<file path="src/rtl/alu_driver.sv">
// ---------------------------------------------------------------------------
// alu_driver
// Sequences one command at a time into an external multi-cycle ALU and
// returns its result over a valid/ready response channel.
//
// Parameters
//   WIDTH    operand/result width (default 8)
//   ALU_LAT  cycles from operand issue to valid ALU result, 1..15 (default 2)
//
// Ports
//   clk, rst_n                  clock, asynchronous active-low reset
//   cmd_valid/cmd_ready         command handshake
//   cmd_op, cmd_a, cmd_b        opcode (0 and,1 or,2 not,3 xor,4 add,5 sub,
//                               6 mult,7 clear) and operands
//   cmd_chain                   use ALU accumulator instead of cmd_a
//   in_selector                 one-hot to ALU: 100 persist, 010 load, 001 reset
//   out_selector                one-hot ALU function, bit index = cmd_op
//   num1, num2                  operands to ALU
//   alu_result, alu_overflow    from ALU
//   rsp_valid/rsp_ready         response handshake
//   rsp_data, rsp_error         sampled result and overflow flag
//
// Build option
//   ALU_DRIVER_CHAIN_EN  when defined, cmd_chain selects the accumulator as
//                        first operand; when undefined, cmd_chain is ignored.
// ---------------------------------------------------------------------------
// state | meaning
// IDLE  | cmd_ready high, waiting for a command
// ISSUE | one cycle driving operands/selectors to the ALU
// WAIT  | ALU_LAT-1 cycles counting down; result sampled on the last one
// RESP  | rsp_valid high until rsp_ready
// ---------------------------------------------------------------------------
module alu_driver #(
   parameter int WIDTH   = 8,
   parameter int ALU_LAT = 2
) (
   input  logic             clk,
   input  logic             rst_n,
   input  logic             cmd_valid,
   output logic             cmd_ready,
   input  logic [2:0]       cmd_op,
   input  logic [WIDTH-1:0] cmd_a,
   input  logic [WIDTH-1:0] cmd_b,
   input  logic             cmd_chain,
   output logic [2:0]       in_selector,
   output logic [6:0]       out_selector,
   output logic [WIDTH-1:0] num1,
   output logic [WIDTH-1:0] num2,
   input  logic [WIDTH-1:0] alu_result,
   input  logic             alu_overflow,
   output logic             rsp_valid,
   input  logic             rsp_ready,
   output logic [WIDTH-1:0] rsp_data,
   output logic             rsp_error
);

   typedef enum logic [1:0] {IDLE, ISSUE, WAIT, RESP} stateT;

   localparam int             CNT_W    = 4;
   // WAIT lasts ALU_LAT-1 cycles: counter loads ALU_LAT-2 and samples at zero.
   localparam logic [CNT_W-1:0] CNT_LOAD = (ALU_LAT > 1) ? CNT_W'(ALU_LAT - 2) : '0;
   localparam logic [2:0]     OP_CLEAR = 3'd7;

   stateT             state, nextState;
   logic [CNT_W-1:0]  cnt;
   logic [2:0]        opReg;
   logic [WIDTH-1:0]  aReg, bReg;
   logic [WIDTH-1:0]  lastNum2;
   logic [6:0]        lastOutSel;
   logic [WIDTH-1:0]  rspData;
   logic              rspError;

   logic              accept, doSample, isArith;
   logic [2:0]        issueInSel;
   logic [6:0]        issueOutSel;
   logic [WIDTH-1:0]  issueNum1, issueNum2;

   assign accept   = cmd_valid && cmd_ready;
   // With ALU_LAT==1 there is no WAIT state and the result is taken at the
   // end of ISSUE.
   assign doSample = ((ALU_LAT == 1) && (state == ISSUE)) ||
                     ((state == WAIT) && (cnt == '0));
   assign isArith  = (opReg == 3'd4) || (opReg == 3'd5) || (opReg == 3'd6);

`ifdef ALU_DRIVER_CHAIN_EN
   logic chainReg;

   always_ff @(posedge clk or negedge rst_n) begin
      if (!rst_n) begin
         chainReg <= 1'b0;
      end else if (accept) begin
         chainReg <= cmd_chain;
      end
   end
`else
   logic unusedChain;
   assign unusedChain = cmd_chain;
`endif

   // state register
   always_ff @(posedge clk or negedge rst_n) begin
      if (!rst_n) begin
         state <= IDLE;
      end else begin
         state <= nextState;
      end
   end

   // next-state logic
   always_comb begin
      nextState = state;
      case (state)
         IDLE:    if (cmd_valid) nextState = ISSUE;
         ISSUE:   nextState = (ALU_LAT == 1) ? RESP : WAIT;
         WAIT:    if (cnt == '0) nextState = RESP;
         RESP:    if (rsp_ready) nextState = IDLE;
         default: nextState = IDLE;
      endcase
   end

   // operand / selector values presented during ISSUE
   always_comb begin
      case (opReg)
         3'd0:    issueOutSel = 7'b0000001;
         3'd1:    issueOutSel = 7'b0000010;
         3'd2:    issueOutSel = 7'b0000100;
         3'd3:    issueOutSel = 7'b0001000;
         3'd4:    issueOutSel = 7'b0010000;
         3'd5:    issueOutSel = 7'b0100000;
         3'd6:    issueOutSel = 7'b1000000;
         default: issueOutSel = 7'b0000000;
      endcase
      if (opReg == OP_CLEAR) begin
         issueInSel = 3'b001;
         issueNum1  = '0;
         issueNum2  = '0;
      end else begin
         issueInSel = 3'b010;
         issueNum1  = aReg;
         issueNum2  = bReg;
`ifdef ALU_DRIVER_CHAIN_EN
         if (chainReg) begin
            issueInSel = 3'b100;
            issueNum1  = '0;
         end
`endif
      end
   end

   // datapath registers
   always_ff @(posedge clk or negedge rst_n) begin
      if (!rst_n) begin
         opReg      <= '0;
         aReg       <= '0;
         bReg       <= '0;
         cnt        <= '0;
         lastNum2   <= '0;
         lastOutSel <= '0;
         rspData    <= '0;
         rspError   <= 1'b0;
      end else begin
         if (accept) begin
            opReg <= cmd_op;
            aReg  <= cmd_a;
            bReg  <= cmd_b;
         end
         if (state == ISSUE) begin
            cnt        <= CNT_LOAD;
            lastNum2   <= issueNum2;
            lastOutSel <= issueOutSel;
         end else if ((state == WAIT) && (cnt != '0)) begin
            cnt <= cnt - 1'b1;
         end
         if (doSample) begin
            if (opReg == OP_CLEAR) begin
               rspData  <= '0;
               rspError <= 1'b0;
            end else begin
               rspData  <= alu_result;
               rspError <= isArith ? alu_overflow : 1'b0;
            end
         end
      end
   end

   // outputs; in_selector and cmd_ready follow rst_n directly so the ALU
   // sees a reset request for as long as the driver is held in reset
   always_comb begin
      cmd_ready    = rst_n && (state == IDLE);
      rsp_valid    = (state == RESP);
      in_selector  = 3'b100;
      out_selector = lastOutSel;
      num1         = '0;
      num2         = lastNum2;
      if (!rst_n) begin
         in_selector = 3'b001;
      end else if (state == ISSUE) begin
         in_selector  = issueInSel;
         out_selector = issueOutSel;
         num1         = issueNum1;
         num2         = issueNum2;
      end
   end

   assign rsp_data  = rspData;
   assign rsp_error = rspError;

endmodule

</file>
<file path="config.mk">
export PLATFORM = sky130hd
export DESIGN_NAME = alu_driver
export DESIGN_NICKNAME = d
export VERILOG_FILES = /design/src/rtl/alu_driver.sv
export SDC_FILE = /design/constraint.sdc
export NUM_CORES = 1
export LEC_CHECK = 0
export CORE_UTILIZATION = 50
export DETAILED_ROUTE_END_ITERATION = 16
export PLACE_DENSITY_LB_ADDON = 0.08
export SLEW_MARGIN = 20
export SYNTH_ARGS = -nofsm -noshare
export SYNTH_HDL_FRONTEND = slang
export SYNTH_SLANG_ARGS = --single-unit
</file>
<file path="constraint.sdc">
create_clock -name clk -period 4.3 [get_ports clk]
set_input_delay 0.86 -clock clk [delete_from_list [all_inputs] [get_ports clk]]
set_output_delay 0.86 -clock clk [all_outputs]
set_load 0.005 [all_outputs]
</file>
==> reports/results.tsv <==
metric	value	unit
vias in the first global route	1724	
CTS Hold Bufs	0	
endpoints failing setup	0	
vias per cell	5.29	
unrepaired setup endpoints after global routing	no	
clk sink count	49	
total power divided by cell area	632	nW/um^2
CP Max Fanout	17	
total track usage	0.199	
Syn Inst Count	202	
Detail Route Antenna Nets	0	
Root Driver	clkbuf_8	
clock power share	0.145	
hold slack	0.492	ns
Post-synth EDFFs	0	
row count	24	
post-synth top area share	0.541	
Core Util, Final	0.706	
H-tree depth	2	
Syn-to-layout area delta	35.5	%
CTS buffer count	5	
maximum number of pins on one net before global-route repair	60	
clock skew	0.00595	ns
VDD IR max	369	uV
first-pass GRT wire length	7640	um
syn avg cell area	11.2	sq um
Netlist cell types	30	
post-CTS setup buffer count	0	
Pins Over Slew Limit	0	
layout cells sized above 1	0.141	
Synth area leader	dfrtp_1	
DRC	0	
setup TNS	0	ns
Core ar.	4350	sq um
antenna violations before repair	0	
Logic pwr share	0.453	
Congestion Overflow GR	0	
Final Hold Viols	0	
Synth area leaders	dfrtp_1, mux2_2, nand2_1, o21ai_0, ha_1	
detailed-route wire length per cell	13.8	um
worst reg2reg path depth	5	
data required time of the worst path	3.44	ns
DPL Wire Length	3080	um
most instantiated library cell after synthesis	dfrtp_1	
Hold Path Stages	2	
Power Internal	1.31	mW
Crit Path Category	register to output port	
status	finished clean	
Sw Share	0.328	
IO buf count	68	
clk slew on worst S/H paths	0.09	ns
Startpoint Class	register	
post-synthesis register bit count	49	
Pre-Repair DR Iteration Count	4	
Initial DRC Count	85	
CP endpoint kind	output port	
via count	1704	
Routed WL	4450	um
leak pwr	1.35	nW
CTS tree	done	
ys async rst share	1.00	
switching power	0.637	mW
# diodes	0	
post-synthesis sequential area ratio	0.541	
Resize count post-CTS	0	
post-synthesis cell area	2270	sq um
synthesized net count	242	
Initial Util	0.521	
Max-cap violations	0	
Max-slew headroom	0.453	
hold crit path type	register to register	
f_max	271	MHz
final total power	1.94	mW
die area	4810	sq um
worst skew pair latency	0.30	ns
placed insts	314	
I/O pin count	70	
Clock Path Buffers	2	
most common flop cell mapped by yosys	dfrtp_1	
routability-driven placement congestion ratio	0.756	
Layout Cells excl Fill	322	
Worst-Margin Slew	0.818	ns
width of the die	69.4	um
min cycle time layout	3.69	ns
Final Cycle Share	0.857	
Ys Warns	0	
top cells by count, synth	dfrtp_1, nand2_1, mux2_2	
WP data arrival	2.83	ns
Flop pwr share	0.402	
fin nets	309	
Die Y	69.4	um
## cells in the final DEF, fill, tap and decap left out, types with 2 or more instances in the layout
master,netlist,layout
clkdlybuf4s50_1,0,67
dfrtp_1,49,49
nand2_1,32,32
mux2_2,26,26
o21ai_0,18,18
and2_1,10,10
inv_1,8,8
a22o_1,8,8
ha_1,7,7
clkbuf_8,0,6
o2bb2ai_1,5,5
nor2_1,5,5
nand3_1,3,3
nand2b_1,3,3
nor2b_1,3,3
o32ai_1,2,2
## cells by family after synthesis
family,Yosys count,share of synthesized area
adders and majority gates,7,0.0386
AOI/OAI and AO/OA,39,0.119
muxes,28,0.138
buffers and inverters,17,0.0303
DFF,49,0.541
and+or+nand+nor,62,0.133
## registers in the layout (all words and copies together) (netlist names)
signal	flops
aReg	8
bReg	8
cnt	4
lastNum2	8
lastOutSel	7
opReg	3
rsp_data	8
rsp_error	1
state	2
## area by class of cell
| type | instances | area (sq um) |
|---|---|---|
| fillers | 342 | 1280 |
| flip-flops and latches | 49 | 1230 |
| multi-input cells | 136 | 973 |
| repair buffers | 69 | 683 |
| clock buffers | 6 | 82.6 |
| well taps | 52 | 65.1 |
| inverters | 8 | 30.0 |
| clock inverters | 2 | 13.8 |
## critical path, stage by stage, from the launching register on
cell	delay (ns)
dfrtp_1	0.42
inv_1	0.11
ha_1	0.40
nand2_1	0.40
nor2_1	0.49
and2_1	0.20
clkdlybuf4s50_1	0.50
## final timing paths
path / from / to / slack (ns)
setup / recovery: state[1]$_DFFE_PN0P_ / num1[7] / 0.61
hold / removal: lastNum2[1]$_DFF_PN0_ / lastNum2[1]$_DFF_PN0_ / 0.49
setup reg to reg: state[0]$_DFFE_PN0P_ / rsp_data[3]$_DFFE_PN0P_ / 2.10
hold reg to reg: lastNum2[1]$_DFF_PN0_ / lastNum2[1]$_DFF_PN0_ / 0.49
max in group asynchronous: rst_n / opReg[0]$_DFFE_PN0P_ / 3.14
min in group asynchronous: rst_n / bReg[3]$_DFFE_PN0P_ / 0.70
## power groups by stage
stage	clock network [mW]	registers [mW]	logic, mW
3_3_place_gp	0	0.781	0.867
4_1_cts	0.291	0.781	0.894
5_1_grt	0.307	0.811	0.980
6_report	0.281	0.782	0.880
2_1_floorplan	0	0.752	0.511
3_5_place_dp	0	0.790	0.888
## through the flow
stage | setup WS (ns) | cell area (sq um)
floorplan | 1.78 | 2270
global placement | 0.906 | 2980
detailed placement | 0.899 | 2980
CTS | 0.571 | 3070
global route | 0.326 | 3070
finish | 0.615 | 3070
## layer usage
metal / up-vias / track usage / wire length (um)
li1: 832 / - / -
met3: 7 / 0.0422 / 220
met5: - / 0 / 0
met2: 49 / 0.328 / 2050
met1: 816 / 0.259 / 2110
met4: 0 / 0.0748 / 68
No activity file was read; power rests on OpenSTA's default activity.
